`config.mk`:
```
export PLATFORM = sky130hd
export DESIGN_NAME = bcd_display_driver
export DESIGN_NICKNAME = d
export VERILOG_FILES = /design/src/rtl/display_pkg.sv /design/src/rtl/seven_seg_encoder.sv /design/src/rtl/bcd_display_driver.sv
export SDC_FILE = /design/constraint.sdc
export NUM_CORES = 1
export LEC_CHECK = 0
export ABC_AREA = 1
export BUFFER_PORTS_ARGS = -buffer_cell sky130_fd_sc_hd__buf_2
export CAP_MARGIN = 20
export CORE_ASPECT_RATIO = 1.5
export CORE_UTILIZATION = 27
export CTS_CLUSTER_DIAMETER = 200
export CTS_CLUSTER_SIZE = 30
export DETAILED_ROUTE_END_ITERATION = 6
export PLACE_DENSITY = 0.43
export SYNTH_ARGS = -nofsm -noshare
export SYNTH_HDL_FRONTEND = slang
export SYNTH_SLANG_ARGS = --single-unit
```
`constraint.sdc`:
```
create_clock -name i_clock -period 2.7 [get_ports i_clock]
set_input_delay 0.54 -clock i_clock [delete_from_list [all_inputs] [get_ports i_clock]]
set_output_delay 0.54 -clock i_clock [all_outputs]
set_load 0.05 [all_outputs]
```
`src/rtl/display_pkg.sv`:
```
// Shared constants, FSM state type and elaboration helpers for the BCD display driver.
// Optional feature macro used by dependants: LEADING_ZERO_BLANK_EN.
package display_pkg;

  localparam logic [6:0] SEG_BLANK = 7'b1111111;
  localparam logic [6:0] SEG_DASH  = 7'b0111111;

  // Active-low {g,f,e,d,c,b,a} patterns for decimal digits 0..9
  localparam logic [6:0] SEG_DIGIT [0:9] = '{
    7'b1000000, 7'b1111001, 7'b0100100, 7'b0110000, 7'b0011001,
    7'b0010010, 7'b0000010, 7'b1111000, 7'b0000000, 7'b0010000
  };

  typedef enum logic [1:0] {
    IDLE  = 2'd0,
    SHIFT = 2'd1,
    DONE  = 2'd2
  } state_t;

  function automatic longint unsigned pow10(input int unsigned n);
    longint unsigned r;
    r = 64'd1;
    for (int unsigned i = 0; i < n; i++) begin
      r = r * 64'd10;
    end
    return r;
  endfunction

endpackage

```
`src/rtl/seven_seg_encoder.sv`:
```
// Combinational nibble to active-low 7-segment pattern; dash wins over blank,
// and non-decimal nibbles (10..15) also render as a dash.
module seven_seg_encoder
  import display_pkg::*;
(
  input  logic [3:0] i_nibble,
  input  logic       i_blank,
  input  logic       i_dash,
  output logic [6:0] o_seg
);

  always_comb begin
    o_seg = SEG_DASH;
    if (i_dash || (i_nibble > 4'd9)) begin
      o_seg = SEG_DASH;
    end else if (i_blank) begin
      o_seg = SEG_BLANK;
    end else begin
      o_seg = SEG_DIGIT[i_nibble];
    end
  end

endmodule

```
`src/rtl/bcd_display_driver.sv`:
```
// Iterative double-dabble binary-to-BCD converter driving DIGITS active-low 7-segment displays.
// Define LEADING_ZERO_BLANK_EN to blank leading zero digits (digit 0 is always shown).
module bcd_display_driver
  import display_pkg::*;
#(
  parameter int unsigned DATA_W = 32,
  parameter int unsigned DIGITS = 4
) (
  input  logic                  i_clock,
  input  logic                  i_reset,
  input  logic                  i_start,
  input  logic [DATA_W-1:0]     i_binary,
  output logic                  o_busy,
  output logic                  o_done,
  output logic                  o_overflow,
  output logic [4*DIGITS-1:0]   o_bcd,
  output logic [7*DIGITS-1:0]   o_segs
);

  localparam int unsigned SW = 4 * DIGITS + 4;
  localparam int unsigned CNT_W = $clog2(DATA_W + 1);
  localparam logic [CNT_W-1:0] LAST_CNT = CNT_W'(DATA_W - 1);
  localparam longint unsigned POW = pow10(DIGITS);
  // A threshold too large for DATA_W+1 bits saturates, so overflow can never fire.
  localparam bit LIMIT_FITS = (DATA_W >= 63) || (POW < (64'd1 << (DATA_W + 1)));
  localparam logic [DATA_W:0] OVF_LIMIT = LIMIT_FITS ? (DATA_W + 1)'(POW) : '1;

  function automatic logic [7*DIGITS-1:0] seg_reset_pattern();
    logic [7*DIGITS-1:0] p;
    for (int k = 0; k < int'(DIGITS); k++) begin
      p[7*k +: 7] = SEG_DIGIT[0];
    end
`ifdef LEADING_ZERO_BLANK_EN
    for (int k = 1; k < int'(DIGITS); k++) begin
      p[7*k +: 7] = SEG_BLANK;
    end
`endif
    return p;
  endfunction

  localparam logic [7*DIGITS-1:0] SEGS_RESET = seg_reset_pattern();

  state_t                r_state, w_state_next;
  logic [CNT_W-1:0]      r_cnt;
  logic [DATA_W-1:0]     r_bin;
  logic [DATA_W-1:0]     r_shift;
  logic [SW-1:0]         r_scratch;
  logic                  r_done;
  logic                  r_overflow;
  logic [4*DIGITS-1:0]   r_bcd;
  logic [7*DIGITS-1:0]   r_segs;

  logic [SW-1:0]         w_adj;
  logic [SW-1:0]         w_scratch_next;
  logic                  w_unused_adj_msb;
  logic                  w_overflow;
  logic [4*DIGITS-1:0]   w_bcd;
  logic [DIGITS-1:0]     w_blank;
  logic [7*DIGITS-1:0]   w_segs;

  // FSM: state register
  always_ff @(posedge i_clock) begin
    if (i_reset) begin
      r_state <= IDLE;
    end else begin
      r_state <= w_state_next;
    end
  end

  // FSM: next state
  always_comb begin
    w_state_next = r_state;
    unique case (r_state)
      IDLE:    if (i_start) w_state_next = SHIFT;
      SHIFT:   if (r_cnt == LAST_CNT) w_state_next = DONE;
      DONE:    w_state_next = IDLE;
      default: w_state_next = IDLE;
    endcase
  end

  // FSM: outputs
  always_comb begin
    o_busy = (r_state == SHIFT);
  end

  // Add-3 correction on every nibble, then shift in the next binary MSB.
  always_comb begin
    w_adj = r_scratch;
    for (int i = 0; i < int'(DIGITS) + 1; i++) begin
      if (r_scratch[4*i +: 4] >= 4'd5) begin
        w_adj[4*i +: 4] = r_scratch[4*i +: 4] + 4'd3;
      end
    end
    w_scratch_next = {w_adj[SW-2:0], r_shift[DATA_W-1]};
  end

  assign w_unused_adj_msb = w_adj[SW-1];

  assign w_overflow = ({1'b0, r_bin} >= OVF_LIMIT);
  assign w_bcd      = w_overflow ? '1 : r_scratch[4*DIGITS-1:0];

  for (genvar k = 0; k < int'(DIGITS); k++) begin : g_digit
`ifdef LEADING_ZERO_BLANK_EN
    if (k == 0) begin : g_ones
      assign w_blank[k] = 1'b0;
    end else begin : g_upper
      assign w_blank[k] = ~|r_scratch[4*DIGITS-1:4*k];
    end
`else
    assign w_blank[k] = 1'b0;
`endif
    seven_seg_encoder u_enc (
      .i_nibble (r_scratch[4*k +: 4]),
      .i_blank  (w_blank[k]),
      .i_dash   (w_overflow),
      .o_seg    (w_segs[7*k +: 7])
    );
  end

  always_ff @(posedge i_clock) begin
    if (i_reset) begin
      r_cnt      <= '0;
      r_bin      <= '0;
      r_shift    <= '0;
      r_scratch  <= '0;
      r_done     <= 1'b0;
      r_overflow <= 1'b0;
      r_bcd      <= '0;
      r_segs     <= SEGS_RESET;
    end else begin
      r_done <= 1'b0;
      unique case (r_state)
        IDLE: begin
          if (i_start) begin
            r_bin     <= i_binary;
            r_shift   <= i_binary;
            r_scratch <= '0;
            r_cnt     <= '0;
          end
        end
        SHIFT: begin
          r_scratch <= w_scratch_next;
          r_shift   <= {r_shift[DATA_W-2:0], 1'b0};
          r_cnt     <= r_cnt + 1'b1;
        end
        DONE: begin
          r_done     <= 1'b1;
          r_bcd      <= w_bcd;
          r_segs     <= w_segs;
          r_overflow <= w_overflow;
        end
        default: ;
      endcase
    end
  end

  assign o_done     = r_done;
  assign o_overflow = r_overflow;
  assign o_bcd      = r_bcd;
  assign o_segs     = r_segs;

endmodule

```
# Yosys cells after proc, flatten, opt, wreduce, memory -nomap -nowiden
# Memory sizes are Yosys's and may differ from the RTL's.
# Index checks and enable logic that the tools add are counted.
[totals]
n_memories = 4
input_bits = 35
output_inout_bits = 47
regBits = 138
mem_bits_ro = 448
wordCells = 79
[mem_list]
columns = ["name", "words", "width", "rd", "rd_clocked_by_memory_dff", "wr", "line_no", "rtl"]
rows = [
  ["(name not given)", 16, 7, 1, 0, 0, "seven_seg_encoder.sv:19", "o_seg = SEG_DIGIT[i_nibble];"],
  ["(name not given)", 16, 7, 1, 0, 0, "seven_seg_encoder.sv:19", ""],
  ["(name not given)", 16, 7, 1, 0, 0, "seven_seg_encoder.sv:19", ""],
  ["(name not given)", 16, 7, 1, 0, 0, "seven_seg_encoder.sv:19", ""],
]
[op_classes]
n_addsub = 6
order_cmp = 14
bitwise = 4
n_reduce_logical = 9
n_eq_ne = 5
muxes = 28
[op_table]
columns = ["operator", "n"]
rows = [
  ["7-bit two-way mux", 12],
  ["32-bit case mux with 2 select lines", 1],
  ["20-bit case mux with 2 select lines", 1],
  ["32-bit by 14-bit >= comparator with 1-bit output, second input constant", 1],
  ["32-bit two-way mux", 1],
  ["4-bit by 3-bit >= comparator with 1-bit output, second input constant", 5],
  ["5-bit >= comparator, second input constant", 4],
  ["20-bit two-way mux", 1],
  ["4-bit inverter with 5-bit output", 4],
  ["4-bit by 2-bit adder with 4-bit output, second input constant", 4],
  ["4-bit > comparator, second input constant", 4],
  ["16-bit two-way mux", 1],
  ["4-bit two-way mux", 4],
  ["6-bit case mux with 2 select lines", 1],
  ["6-bit by 1-bit adder with 6-bit output, second input constant", 1],
  ["6-bit by 5-bit equality test with 1-bit output, second input constant", 1],
  ["6-bit two-way mux", 1],
  ["2-bit AND reduction", 3],
  ["1-bit logical OR", 4],
  ["2-bit two-way mux", 2],
  ["2-bit case mux with 2 select lines", 1],
  ["3-bit by 2-bit adder with 3-bit output, second input constant", 1],
  ["3-bit two-way mux", 1],
  ["2-bit by 1-bit equality test with 1-bit output, second input constant", 1],
  ["6 further kinds", 6],
]

# Longest topological paths before layout
[depth]
depth_word = 5
depth_mapped = 9
ltp_nobuf = 9

# Cells and area by module
# Synthesis repeated with hierarchy kept, for this count alone.
[hier_totals]
hier_cells = 885
area_unflattened_um2 = 6162.2
[modules_own_cells]
columns = ["mod", "seq_area_each_um2", "instances", "area_per_inst_um2", "cells_per_inst"]
rows = [
  ["bcd_display_driver", 2602.5, 1, 5166.2, 697],
  ["seven_seg_encoder", 0.0, 4, 249.0, 47],
]

# Least setup slack after synthesis
# No wires, ideal clock.
[synth_path]
kind = "flip-flop to output port"
from = "register r_state[0]"
to = "output o_busy"
t_arrival_ns = 1.245
path_slack_ns = 0.915
path_stages_with_launch = 4
t_required_ns = 2.160
n_path_buf = 1
path_cell_list = "dfxtp_1 -> inv_1 -> nor2_4 -> clkbuf_1"
[synth_via]
elab_chain_cells = 1
[synth_rtl]
columns = ["element", "line_no", "rtl"]
rows = [
  ["start, declared", "bcd_display_driver.sv:43", "state_t r_state, w_state_next;"],
  ["start signal, assigned", "bcd_display_driver.sv:66", "r_state <= w_state_next;"],
  ["2-bit by 1-bit equality test with 1-bit output", "bcd_display_driver.sv:83", "o_busy = (r_state == SHIFT);"],
  ["end, declared", "bcd_display_driver.sv:13", "output logic o_busy,"],
]
# No other way between the ends.

# Worst setup path in the final report
[layout_path]
from = "register r_state[0]"
to = "register r_scratch[13]"
[layout_via]
elab_chain_cells = 3
elab_cells_between_ends = 6
classes_between = "eq/ne (2); mux (1); reduce/logical (3)"
[layout_rtl]
columns = ["element", "line_no", "rtl"]
rows = [
  ["2-bit by 1-bit equality test with 1-bit output or 2-bit zero test (tied branches)", "bcd_display_driver.sv:132", "unique case (r_state)"],
  ["2-bit nonzero test (no line) or 2-bit inequality test (tied branches)", "n/a", ""],
  ["2-bit AND reduction (no line)", "n/a", ""],
  ["end signal, assigned", "bcd_display_driver.sv:142", "r_scratch <= w_scratch_next;"],
  ["end, declared", "bcd_display_driver.sv:47", "logic [SW-1:0] r_scratch;"],
]
# Several ways; a longest one is shown, not always the timed one.
# A chain may end at the register's enable or synchronous reset.

==> reports/qor_table.md <==
| Step | Metric | This run |
|:---|:---|:---|
| die | Effective utilization at floorplan | 27.8% |
| sta | Max frequency | 471 MHz |
| global route | Largest net degree at the start of global routing | 95 |
| global route | First-pass GRT wire length | 26100 um |
| drt | Per-cell routed wire length | 13.7 um |
| synthesis | Cell Area, Synth | 5910 um2 |
| placement | Port-buffer cells | 81 |
| min path | Path class of the lowest-slack min-delay path | in -> reg |
| drt | DRC violations left | 0 |
| setup path | Crit Reg-Reg Startpoint | r_state[0]$_SDFFE_PP0P_ |
| power | Sequential share of power | 42.3% |
| sta | Setup violation total in the final timing report | 0 |
| final layout | Layout Cells excl Fill | 1162 |
| synthesis | Instance count of the mapped netlist | 814 |
| synthesis | Average cell area after synthesis | 7.26 um2 |
| final layout | Ratio of cells with drive above 1 in the final layout | 15.3% |
| drt | Post-detailed-route count of antenna-violating nets | 0 |
| run status | Outcome | completed |
| power | Largest vdd supply drop | 0.417 mV |
| sta | Clock tree skew after final layout | 0.0137 ns |
| global route | GRT Util Overall | 15.0% |
| sta | Number of hold-slack violations in the final timing report | 0 |
| synthesis | Top cells by instance count after synthesis | sky130_fd_sc_hd__nand2_1, sky130_fd_sc_hd__dfxtp_1, sky130_fd_sc_hd__inv_1, sky130_fd_sc_hd__nor2_1, sky130_fd_sc_hd__a21oi_1 |
| sta | Number of pins exceeding their max-slew limit in the final report | 0 |
| sta | Final critical path time including I/O delays and setup | 2.12 ns |
| setup path | Critical setup path kind | reg -> reg |
| cts | CTS tree | built |
| cts | Reg clk slew, reported paths | 0.06 ns |
| synthesis | Async set or reset register ratio after synthesis | 0% |
| setup path | Worst reg2reg setup slack | 0.58 ns |
| setup path | Worst r2r dst | r_scratch[13]$_SDFFE_PP0P_ |
| cts | Number of CTS-inserted buffers | 17 |
| die | Site row count | 65 |
| drt | Pre-Repair DR Iteration Count | 5 |
| setup path | Req. time, crit path | 3.04 ns |
| synthesis | Post-synthesis cell type with the largest combined area | sky130_fd_sc_hd__dfxtp_1 |
| cts | H-tree Lvls | 4 |
| cts | Count of instances resized after the clock tree is built | 0 |
| global route | Aggregate global routing overflow | 0 |
| sta | Period utilisation layout | 78.6% |
| final layout | Area Overhead vs Synth | 21.3% |
| synthesis | Total number of yosys warnings | 0 |
| sta | Setup repair after global routing missed its margin | no |
| job | Number of max-cap violations | 0 |
| power | Internal power | 3.57 mW |
| synthesis | Sequential element share of the synthesized area | 44.1% |
| die | Die Area | 22500 um2 |
| die | Number of top-level pins | 82 |
| global route | Vias in the first global route | 5136 |
| placement | Cell area after placement | 6550 um2 |
| power | Fraction of power spent switching nets | 25.2% |
| setup path | Depth of the worst register-to-register path | 7 |
| setup path | Worst EP arrival | 2.46 ns |
| placement | Routability Congestion | 0.765 |
| cts | Setup bufs post-CTS | 0 |
| cts | Maximum root-to-sink buffer count | 2 |
| synthesis | Number of distinct library cells after synthesis | 36 |
| setup path | Setup crit end | r_scratch[13]$_SDFFE_PP0P_ |
| final layout | Antenna Cells | 0 |
| die | Area of the core | 21200 um2 |
| power | Total Power | 4.77 mW |
| setup path | Crit path launch type | flop |
| global route | Number of antenna violations at the first check in global routing | 0 |
| setup path | CP max stage delay | 0.65 ns |
| min path | Hold path startpoint | i_binary[21] |
| cts | Hold buffers post-CTS | 0 |
| sta | Accumulated negative setup slack | 0 ns |
| drt | Post-Route WL | 15900 um |
| final layout | Post-layout net count | 937 |
| setup path | Cells along the critical path | inv_1, nand3_2, inv_2, nor2_4, nand2_1, buf_4, o21ai_0 |
| synthesis | Top cell type's share of synthesized area | 44.1% |
| drt | Average via count per standard cell | 4.54 |
| synthesis | Post-synthesis register bit count | 130 |
| setup path | Critical path's slowest cell | sky130_fd_sc_hd__nor2_4 |
| setup path | Maximum fanout along the worst path | 34 |
| placement | Total placed cells including tap cells | 1130 |
| cts | Root Driver | sky130_fd_sc_hd__clkbuf_16 |
| cts | Clock insertion delay at the later pin of the skew report | 0.42 ns |
| power | Net Sw Power | 1.20 mW |
| power | Clock power share | 51.1% |
| synthesis | Count of flip-flops with a built-in enable after synthesis | 0 |
| synthesis | Synthesized netlist net count | 870 |
| die | Die X | 123 um |
| final layout | Fin area | 7170 um2 |
| drt | 1st-iter DRT viols | 325 |
| synthesis | Most repeated cell in the gate-level netlist after synthesis | sky130_fd_sc_hd__nand2_1 |
| die | Chip Height | 183 um |
| power | Cell leakage power | 3.18 nW |
| synthesis | Prevailing post-synth register cell | sky130_fd_sc_hd__dfxtp_1 |
| placement | Half-perimeter wire length after placement | 10900 um |
| cts | CTS sink cnt | 130 |
| setup path | Crit path from | r_state[0]$_SDFFE_PP0P_ |
| setup path | Endpoint type of the worst setup path | flop |
| power | Combinational cell fraction of total power | 6.6% |
| drt | Via count | 5272 |
| sta | Slew Limit Headroom | 44.2% |
| synthesis | Most area-consuming cells after synthesis | sky130_fd_sc_hd__dfxtp_1, sky130_fd_sc_hd__nand2_1, sky130_fd_sc_hd__inv_1, sky130_fd_sc_hd__a21oi_1, sky130_fd_sc_hd__nor2_1 |
| power | Power density over cell area | 666 nW/um2 |
| sta | Worst-Margin Slew | 0.836 ns |
-- metrics by stage --
step | hold WS [ns] | utilization, % | setup WS, ns
final | 0.407 | 33.8 | 0.577
after global routing | 0.412 | 33.8 | 0.374
after CTS | 0.395 | 33.8 | 0.554
after detailed placement | 0.455 | 30.8 | 0.365
after global placement | 0.452 | 30.8 | 0.405
after floorplan | 0.437 | - | 0.915
-- worst min-delay path by stage --
stage | endpoint | slack, ns | cells after the start
floorplan | r_state[1]$_SDFFE_PP0P_ | 0.44 | 1
global placement | r_bin[26]$_SDFFE_PP0P_ | 0.45 | 2
detailed placement | r_bin[17]$_SDFFE_PP0P_ | 0.46 | 2
CTS | r_bin[21]$_SDFFE_PP0P_ | 0.39 | 3
global route | r_bin[21]$_SDFFE_PP0P_ | 0.41 | 3
finish | r_bin[21]$_SDFFE_PP0P_ | 0.41 | 3
-- registers in the layout, indices dropped and copies added, names as in the netlist --
register / cells
r_cnt: 6
o_bcd: 16
o_segs: 28
o_done: 1
o_overflow: 1
r_bin: 28
r_scratch: 16
r_shift: 32
r_state: 2
-- cell usage in the layout, fill, tap and decap left out, types with 2 or more instances in the layout --
master	synthesis	routed
sky130_fd_sc_hd__xor2_1	2	2
sky130_fd_sc_hd__clkbuf_16	0	17
sky130_fd_sc_hd__nand4_1	15	15
sky130_fd_sc_hd__buf_2	17	81
sky130_fd_sc_hd__inv_1	116	116
sky130_fd_sc_hd__o21ai_0	50	50
sky130_fd_sc_hd__clkinv_4	0	3
sky130_fd_sc_hd__bufinv_16	0	3
sky130_fd_sc_hd__inv_6	0	6
sky130_fd_sc_hd__dfxtp_1	130	130
sky130_fd_sc_hd__nor2_1	95	95
sky130_fd_sc_hd__nand2_1	145	145
sky130_fd_sc_hd__nor2_4	4	4
sky130_fd_sc_hd__o21ai_1	10	10
sky130_fd_sc_hd__buf_4	1	8
sky130_fd_sc_hd__ha_1	21	21
sky130_fd_sc_hd__clkinvlp_4	0	2
sky130_fd_sc_hd__or2_2	3	3
sky130_fd_sc_hd__nand3_1	21	21
sky130_fd_sc_hd__o2111ai_1	4	4
sky130_fd_sc_hd__nor3_1	4	4
sky130_fd_sc_hd__nand2_2	2	2
sky130_fd_sc_hd__o221ai_1	2	2
sky130_fd_sc_hd__or2_0	2	2
sky130_fd_sc_hd__a31oi_1	4	4
sky130_fd_sc_hd__o22ai_1	10	10
sky130_fd_sc_hd__inv_2	4	4
sky130_fd_sc_hd__a21oi_1	86	86
sky130_fd_sc_hd__a22oi_1	24	24
sky130_fd_sc_hd__o211ai_1	9	9
-- power groups by stage --
stage,combinational (mW),clock [mW],sequential [mW]
CTS,0.327,2.50,2.02
global placement,0.324,0,2.06
finish,0.317,2.44,2.02
global route,0.363,2.59,2.02
floorplan,0.223,0,2.05
detailed placement,0.326,0,2.06
-- cells by family (layout without fill, tap and decap cells) --
family | count (synthesis) | after routing | share of synthesized area [%]
xor+xnor | 2 | 2 | 0.297
buf+inv | 163 | 243 | 10.8
fa+ha+maj | 21 | 21 | 4.45
flops | 130 | 130 | 44.1
compound gates | 202 | 202 | 19.3
simple gates | 296 | 296 | 21.1
-- per-layer routing --
layer,vias to the layer above,GRT usage [%],routed length [um]
met2,82,27.2,8230
met4,0,4.78,213
met1,2397,17.3,7000
met3,14,3.08,506
met5,-,0,0
li1,2779,-,-
-- layout make-up --
| class | count | area [um2] |
|---|---|---|
| Clock buffer | 17 | 425 |
| Sequential cell | 130 | 2600 |
| Tap cell | 268 | 335 |
| Clock inverter | 15 | 195 |
| Fill cell | 2339 | 14100 |
| Multi-Input combinational cell | 521 | 2670 |
| Timing Repair Buffer | 90 | 485 |
| Inverter | 121 | 454 |
-- worst max-delay path: cells and delay by family (launching register included) --
kind / cells / cell delay [ns]
compound gates: 1 / 0.16
buf+inv: 3 / 0.48
flops: 1 / 0.37
simple gates: 3 / 1.03
Note: power is estimated with default switching activity, not from simulation.
